### src/rtl/pipe_ctrl_pkg.sv
// Shared definitions for the pipeline control unit: reset/stall levels,
// FSM state encoding and default stage indices.
package pipe_ctrl_pkg;

  // Signal levels
  localparam logic RST_ENABLE = 1'b1;
  localparam logic STOP       = 1'b1;
  localparam logic NO_STOP    = 1'b0;

  // Flush sequencer states
  typedef enum logic {
    ST_RUN   = 1'b0,
    ST_FLUSH = 1'b1
  } state_e;

  // Default stage indices for the 6-stage in-order core
  localparam int unsigned STG_PC  = 0;
  localparam int unsigned STG_IF  = 1;
  localparam int unsigned STG_ID  = 2;
  localparam int unsigned STG_EX  = 3;
  localparam int unsigned STG_MEM = 4;
  localparam int unsigned STG_WB  = 5;

endpackage

### src/rtl/pipe_ctrl_stall_therm_enc.sv
// Request vector to thermometer stall vector: the highest requesting stage
// and every stage upstream of it are held. Purely combinational.
module stall_therm_enc
  import pipe_ctrl_pkg::*;
#(
  parameter int unsigned NSTAGE = 6
) (
  input  logic [NSTAGE-1:0] i_stallreq,
  output logic [NSTAGE-1:0] o_stall
);

  logic w_seen;

  // Scan from WB down to PC; once a request is seen all lower stages hold
  always_comb begin
    w_seen  = NO_STOP;
    o_stall = '0;
    for (int i = NSTAGE - 1; i >= 0; i--) begin
      w_seen     = w_seen | (i_stallreq[i] == STOP);
      o_stall[i] = w_seen;
    end
  end

endmodule

### src/rtl/pipe_ctrl.sv
// Pipeline control unit: thermometer stall vector, multi-cycle flush
// sequencer with redirect PC, saturating stall-cycle counter.
// Optional stall watchdog compiled in with PIPE_CTRL_STALL_WDT_EN.
module pipe_ctrl
  import pipe_ctrl_pkg::*;
#(
  parameter int unsigned NSTAGE    = 6,
  parameter int unsigned AW        = 32,
  parameter int unsigned FLUSH_LEN = 1,
  parameter int unsigned CNT_W     = 32,
  parameter int unsigned WDT_LIMIT = 1024
) (
  input  logic              clk,
  input  logic              rst,
  input  logic [NSTAGE-1:0] stallreq,
  input  logic              flushreq,
  input  logic [AW-1:0]     handler_pc,
  output logic [NSTAGE-1:0] stall,
  output logic              flush,
  output logic [AW-1:0]     new_pc,
  output logic [CNT_W-1:0]  stall_cycles,
  output logic              wdt_timeout
);

  // Remaining-cycle counter only needs to hold FLUSH_LEN-1
  localparam int unsigned REM_W = (FLUSH_LEN > 1) ? $clog2(FLUSH_LEN) : 1;

  state_e             r_state;
  state_e             w_state_nxt;
  logic [REM_W-1:0]   r_rem;
  logic [REM_W-1:0]   w_rem_nxt;
  logic [AW-1:0]      r_pc_q;
  logic [AW-1:0]      w_pc_nxt;
  logic [NSTAGE-1:0]  w_therm;
  logic [CNT_W-1:0]   r_stall_cnt;
  logic               w_rst_act;

  assign w_rst_act = (rst == RST_ENABLE);

  stall_therm_enc #(
    .NSTAGE (NSTAGE)
  ) u_therm (
    .i_stallreq (stallreq),
    .o_stall    (w_therm)
  );

  // Flush sequencer state, remaining count and captured redirect PC
  always_ff @(posedge clk) begin
    if (w_rst_act) begin
      r_state <= ST_RUN;
      r_rem   <= '0;
      r_pc_q  <= '0;
    end else begin
      r_state <= w_state_nxt;
      r_rem   <= w_rem_nxt;
      r_pc_q  <= w_pc_nxt;
    end
  end

  // Next state and zero-latency stall/flush/redirect outputs
  always_comb begin
    w_state_nxt = r_state;
    w_rem_nxt   = r_rem;
    w_pc_nxt    = r_pc_q;
    stall       = '0;
    flush       = 1'b0;
    new_pc      = '0;
    case (r_state)
      ST_RUN: begin
        if (flushreq) begin
          flush    = 1'b1;
          new_pc   = handler_pc;
          w_pc_nxt = handler_pc;
          if (FLUSH_LEN > 1) begin
            w_state_nxt = ST_FLUSH;
            w_rem_nxt   = REM_W'(FLUSH_LEN - 1);
          end
        end else begin
          stall = w_therm;
        end
      end
      ST_FLUSH: begin
        flush     = 1'b1;
        new_pc    = r_pc_q;
        w_rem_nxt = r_rem - REM_W'(1);
        if (r_rem == REM_W'(1)) begin
          w_state_nxt = ST_RUN;
        end
      end
      default: begin
        w_state_nxt = ST_RUN;
      end
    endcase
    // Outputs stay quiet for the whole reset cycle
    if (w_rst_act) begin
      stall  = '0;
      flush  = 1'b0;
      new_pc = '0;
    end
  end

  // Saturating count of cycles where any stage is held
  always_ff @(posedge clk) begin
    if (w_rst_act) begin
      r_stall_cnt <= '0;
    end else if ((|stall) && (r_stall_cnt != {CNT_W{1'b1}})) begin
      r_stall_cnt <= r_stall_cnt + CNT_W'(1);
    end
  end

  assign stall_cycles = r_stall_cnt;

`ifdef PIPE_CTRL_STALL_WDT_EN
  localparam int unsigned WDT_W = $clog2(WDT_LIMIT + 1);

  logic [WDT_W-1:0] r_streak;
  logic             r_wdt;

  // Consecutive-stall streak (saturates at the limit) and sticky trip flag
  always_ff @(posedge clk) begin
    if (w_rst_act) begin
      r_streak <= '0;
      r_wdt    <= 1'b0;
    end else begin
      if (r_streak == WDT_W'(WDT_LIMIT)) begin
        r_wdt <= 1'b1;
      end
      if (!(|stall) || flush) begin
        r_streak <= '0;
      end else if (r_streak != WDT_W'(WDT_LIMIT)) begin
        r_streak <= r_streak + WDT_W'(1);
      end
    end
  end

  assign wdt_timeout = r_wdt;
`else
  assign wdt_timeout = 1'b0;
`endif

endmodule

### config.mk
export PLATFORM = sky130hd
export DESIGN_NAME = pipe_ctrl
export DESIGN_NICKNAME = d
export VERILOG_FILES = /design/src/rtl/pipe_ctrl_pkg.sv /design/src/rtl/pipe_ctrl_stall_therm_enc.sv /design/src/rtl/pipe_ctrl.sv
export SDC_FILE = /design/constraint.sdc
export NUM_CORES = 1
export LEC_CHECK = 0
export ABC_AREA = 1
export ABC_CLOCK_PERIOD_IN_PS = 2000
export BUFFER_PORTS_ARGS = -buffer_cell sky130_fd_sc_hd__buf_4
export CAP_MARGIN = 10
export CORE_ASPECT_RATIO = 2
export CORE_MARGIN = 10
export CORE_UTILIZATION = 45
export DETAILED_ROUTE_END_ITERATION = 8
export PLACE_DENSITY = 0.72
export SLEW_MARGIN = 40
export SYNTH_ARGS = -nofsm -noshare
export SYNTH_HDL_FRONTEND = slang
export SYNTH_HIERARCHICAL = 1
export SYNTH_SLANG_ARGS = --single-unit
### constraint.sdc
create_clock -name clk -period 2 [get_ports clk]
set_input_delay 0.3 -clock clk [delete_from_list [all_inputs] [get_ports clk]]
set_output_delay 0.3 -clock clk [all_outputs]
set_load 0.03 [all_outputs]
==> metrics.md <==
| Metric | Value |
|---|---|
| Status | complete, no violations |
| Sink Count | 66 |
| Overflow left after global routing | 0 |
| Hold Vio Cnt, Final | 0 |
| Max IR drop VDD | 0.000519 V |
| Slew HR | a little over half |
| Multi-input gate area | between 2000 and 2500 µm² |
| Final net count | 741 |
| Core outline area | about 8000 µm² |
| Initial core utilization | a little under half |
| Setup crit start kind | register |
| Worst skew pair latency | about 330 ps |
| Diode count | 0 |
| Share of cells above drive strength 1 | 24.3% |
| Final HPWL DP | between 8000 and 9000 µm |
| Die Wd | approximately 84 µm |
| GRT Resource Usage Total | 17.9% |
| # Post-CTS Setup Buffers | 0 |
| Pleak | approximately 2.2 nW |
| First-pass GRT wire length | between 15000 and 20000 µm |
| RSZ-0062 raised after global routing | no |
| Pin count of the biggest net entering global routing | 70 |
| Min Tclk post-route | approximately 1900 ps |
| Crit path required time | 1700 ps |
| CTS tree | built |
| PostCTS Resize Cnt | 0 |
| Core Rows | 46 |
| Worst-Margin Slew | 686 ps |
| Sequential area share after synthesis | approximately 36% |
| Post-Syn Area per Cell | 6.31 µm² |
| Routed vias/inst | 5.17 |
| Root buffer cell | clkbuf_16 |
| Synth Instances | ~590 |
| Post-Syn Nets | 630 |
| # IOs | 113 |
| Slew Viols, Final | 0 |
| Final core utilization | between 60% and 70% |
| Initial antenna violation count | 0 |
| Commonest non-fill, non-tap cells in the layout | 241 x nand2_1, 130 x buf_4, 87 x a21oi_1 |
| Hold_buf cts | 0 |
| WHS | around 250 ps |
| Ys Warns | 6 |
| Crit path max fanout | 32 |
| Layout area overhead | 32.4% |
| Routability cong. | approximately 0.93 |
| Worst Hold Class | primary input to register |
| Total chip power | roughly 3.4 mW |
| Register-to-Register Path Depth | 10 |
| CTS Buf Count | 9 |
| Die Y-Extent | about 150 µm |
| DR iter-0 viols | 207 |
| ANT nets after route | 0 |
| Critical Path End Type | primary output |
| Yosys cell types | 32 |
| R2R Setup Slk | between 100 and 150 ps |
| Port-buffer cells | 111 |
| Setup TNS | 0 ps |
| CTS H-tree depth | 3 |
| Final wirelength | about 12000 µm |
| Placement Setup Slack | 91.3 ps |
| Ratio of final minimum period to clock period | 95.5% |
| CP startpoint | r_state$_SDFF_PP0_ |
| Reg2Reg Launch Point | stall_cycles[1]$_SDFFE_PP0P_ |
| Commonest non-fill, non-tap cell in the layout | nand2_1 |
| Max-cap check violation count | 0 |
| Worst EP arrival | 1610 ps |
| Max Buffers Root-to-Sink | 2 |
| Power density over the cells | roughly 690 nW/µm² |
| Drt pass-1 iters | 5 |
| Worst R2R End | stall_cycles[26]$_SDFFE_PP0P_ |
| Fill cells | a little under 800 |
| DRC errors left | 0 |
| Clk pin slew, worst setup/hold paths | roughly 50 ps |
| Crit path to | new_pc[23] |
| Final setup violation count | 0 |
| Hold Path Depth | 3 |
| Routed length per instance | approximately 14 µm |
| Final clock skew | around 5.5 ps |
| Achievable Freq | roughly 520 MHz |
| Critical path class | register to primary output |
| Mapped cell area | approximately 3700 µm² |
| Sequential Area | between 1000 and 1500 µm² |
| FF+latch count, synth | between 60 and 70 |
| Number of global-route vias before repair | about 4000 |
| Setup WS post-layout | 89.8 ps |
| DR vias | a little over 4000 |
| DIE AREA | about 12000 µm² |
-- worst min-delay path by stage --
stage | startpoint | to | slack, ps
floorplan | r_rem$_SDFFE_PP0P_ | r_rem$_SDFFE_PP0P_ | 440
global placement | r_rem$_SDFFE_PP0P_ | r_rem$_SDFFE_PP0P_ | 450
detailed placement | r_rem$_SDFFE_PP0P_ | r_rem$_SDFFE_PP0P_ | 450
CTS | handler_pc[20] | r_pc_q[20]$_SDFFE_PP0P_ | 240
global route | handler_pc[20] | r_pc_q[20]$_SDFFE_PP0P_ | 260
finish | handler_pc[20] | r_pc_q[20]$_SDFFE_PP0P_ | 250
-- flip-flops by register name (all words and copies together), names as in the netlist --
name,flops
r_pc_q,32
stall_cycles,32
r_rem,1
r_state,1
-- power breakdown --
part           leakage, nW  switching (mW)  internal (mW)
clock                0.129           0.551          0.822
combinational         1.49           0.350          0.212
sequential           0.540          0.0536           1.38
-- cell usage after synthesis, drive strengths merged --
cell type	number	share of area [%]
ha	1	0.34
o211ai	3	0.61
nand3b	3	0.61
inv	32	3.3
nor2	71	8.8
nor3b	1	0.20
a21oi	88	12
nand3	16	2.4
nand4	1	0.17
dfxtp	66	36
xnor2	2	0.47
buf	16	3.0
xor2	13	3.1
clkbuf	15	1.5
conb	1	0.10
or2	1	0.17
o21ai	7	0.94
nand2	248	26
and2	3	0.51
-- cell families after synthesis --
| family | count (synthesis) | synth area share (%) |
|---|---|---|
| xor+xnor | 15 | 3.54 |
| fa+ha+maj | 1 | 0.337 |
| flops | 66 | 35.6 |
| compound gates | 98 | 13.4 |
| other cells | 1 | 0.101 |
| buf+inv | 63 | 7.86 |
| simple gates | 344 | 39.1 |
-- area by class of cell --
type,instances,share of cell area (%)
repair buffers,131,20.3
well taps,96,2.44
clock inverters,4,0.407
clock buffers,11,4.74
flip-flops and latches,66,26.9
multi-input cells,459,42.8
inverters,32,2.50
-- per-stage QoR --
step	cell area, µm²	std cells
after floorplan	3710	588
after global placement	4660	784
after detailed placement	4660	784
after CTS	4910	799
after global routing	4910	799
final	4910	799
-- layer usage --
layer / global-route usage [%] / vias up / wire length, µm
li1: - / 2064 / -
met1: 16.6 / 1901 / 4040
met2: 34.9 / 142 / 6440
met3: 5.14 / 23 / 745
met4: 6.82 / 0 / 323
met5: 0 / - / 0
-- critical path, cell delays in order, from the launching register on --
cell and delay (ps):
dfxtp_1 350, inv_1 90, nand2_1 70, inv_1 90, buf_12 180, nand2_1 90
a21oi_1 190, buf_4 200
No activity file was read; power rests on OpenSTA's default activity.
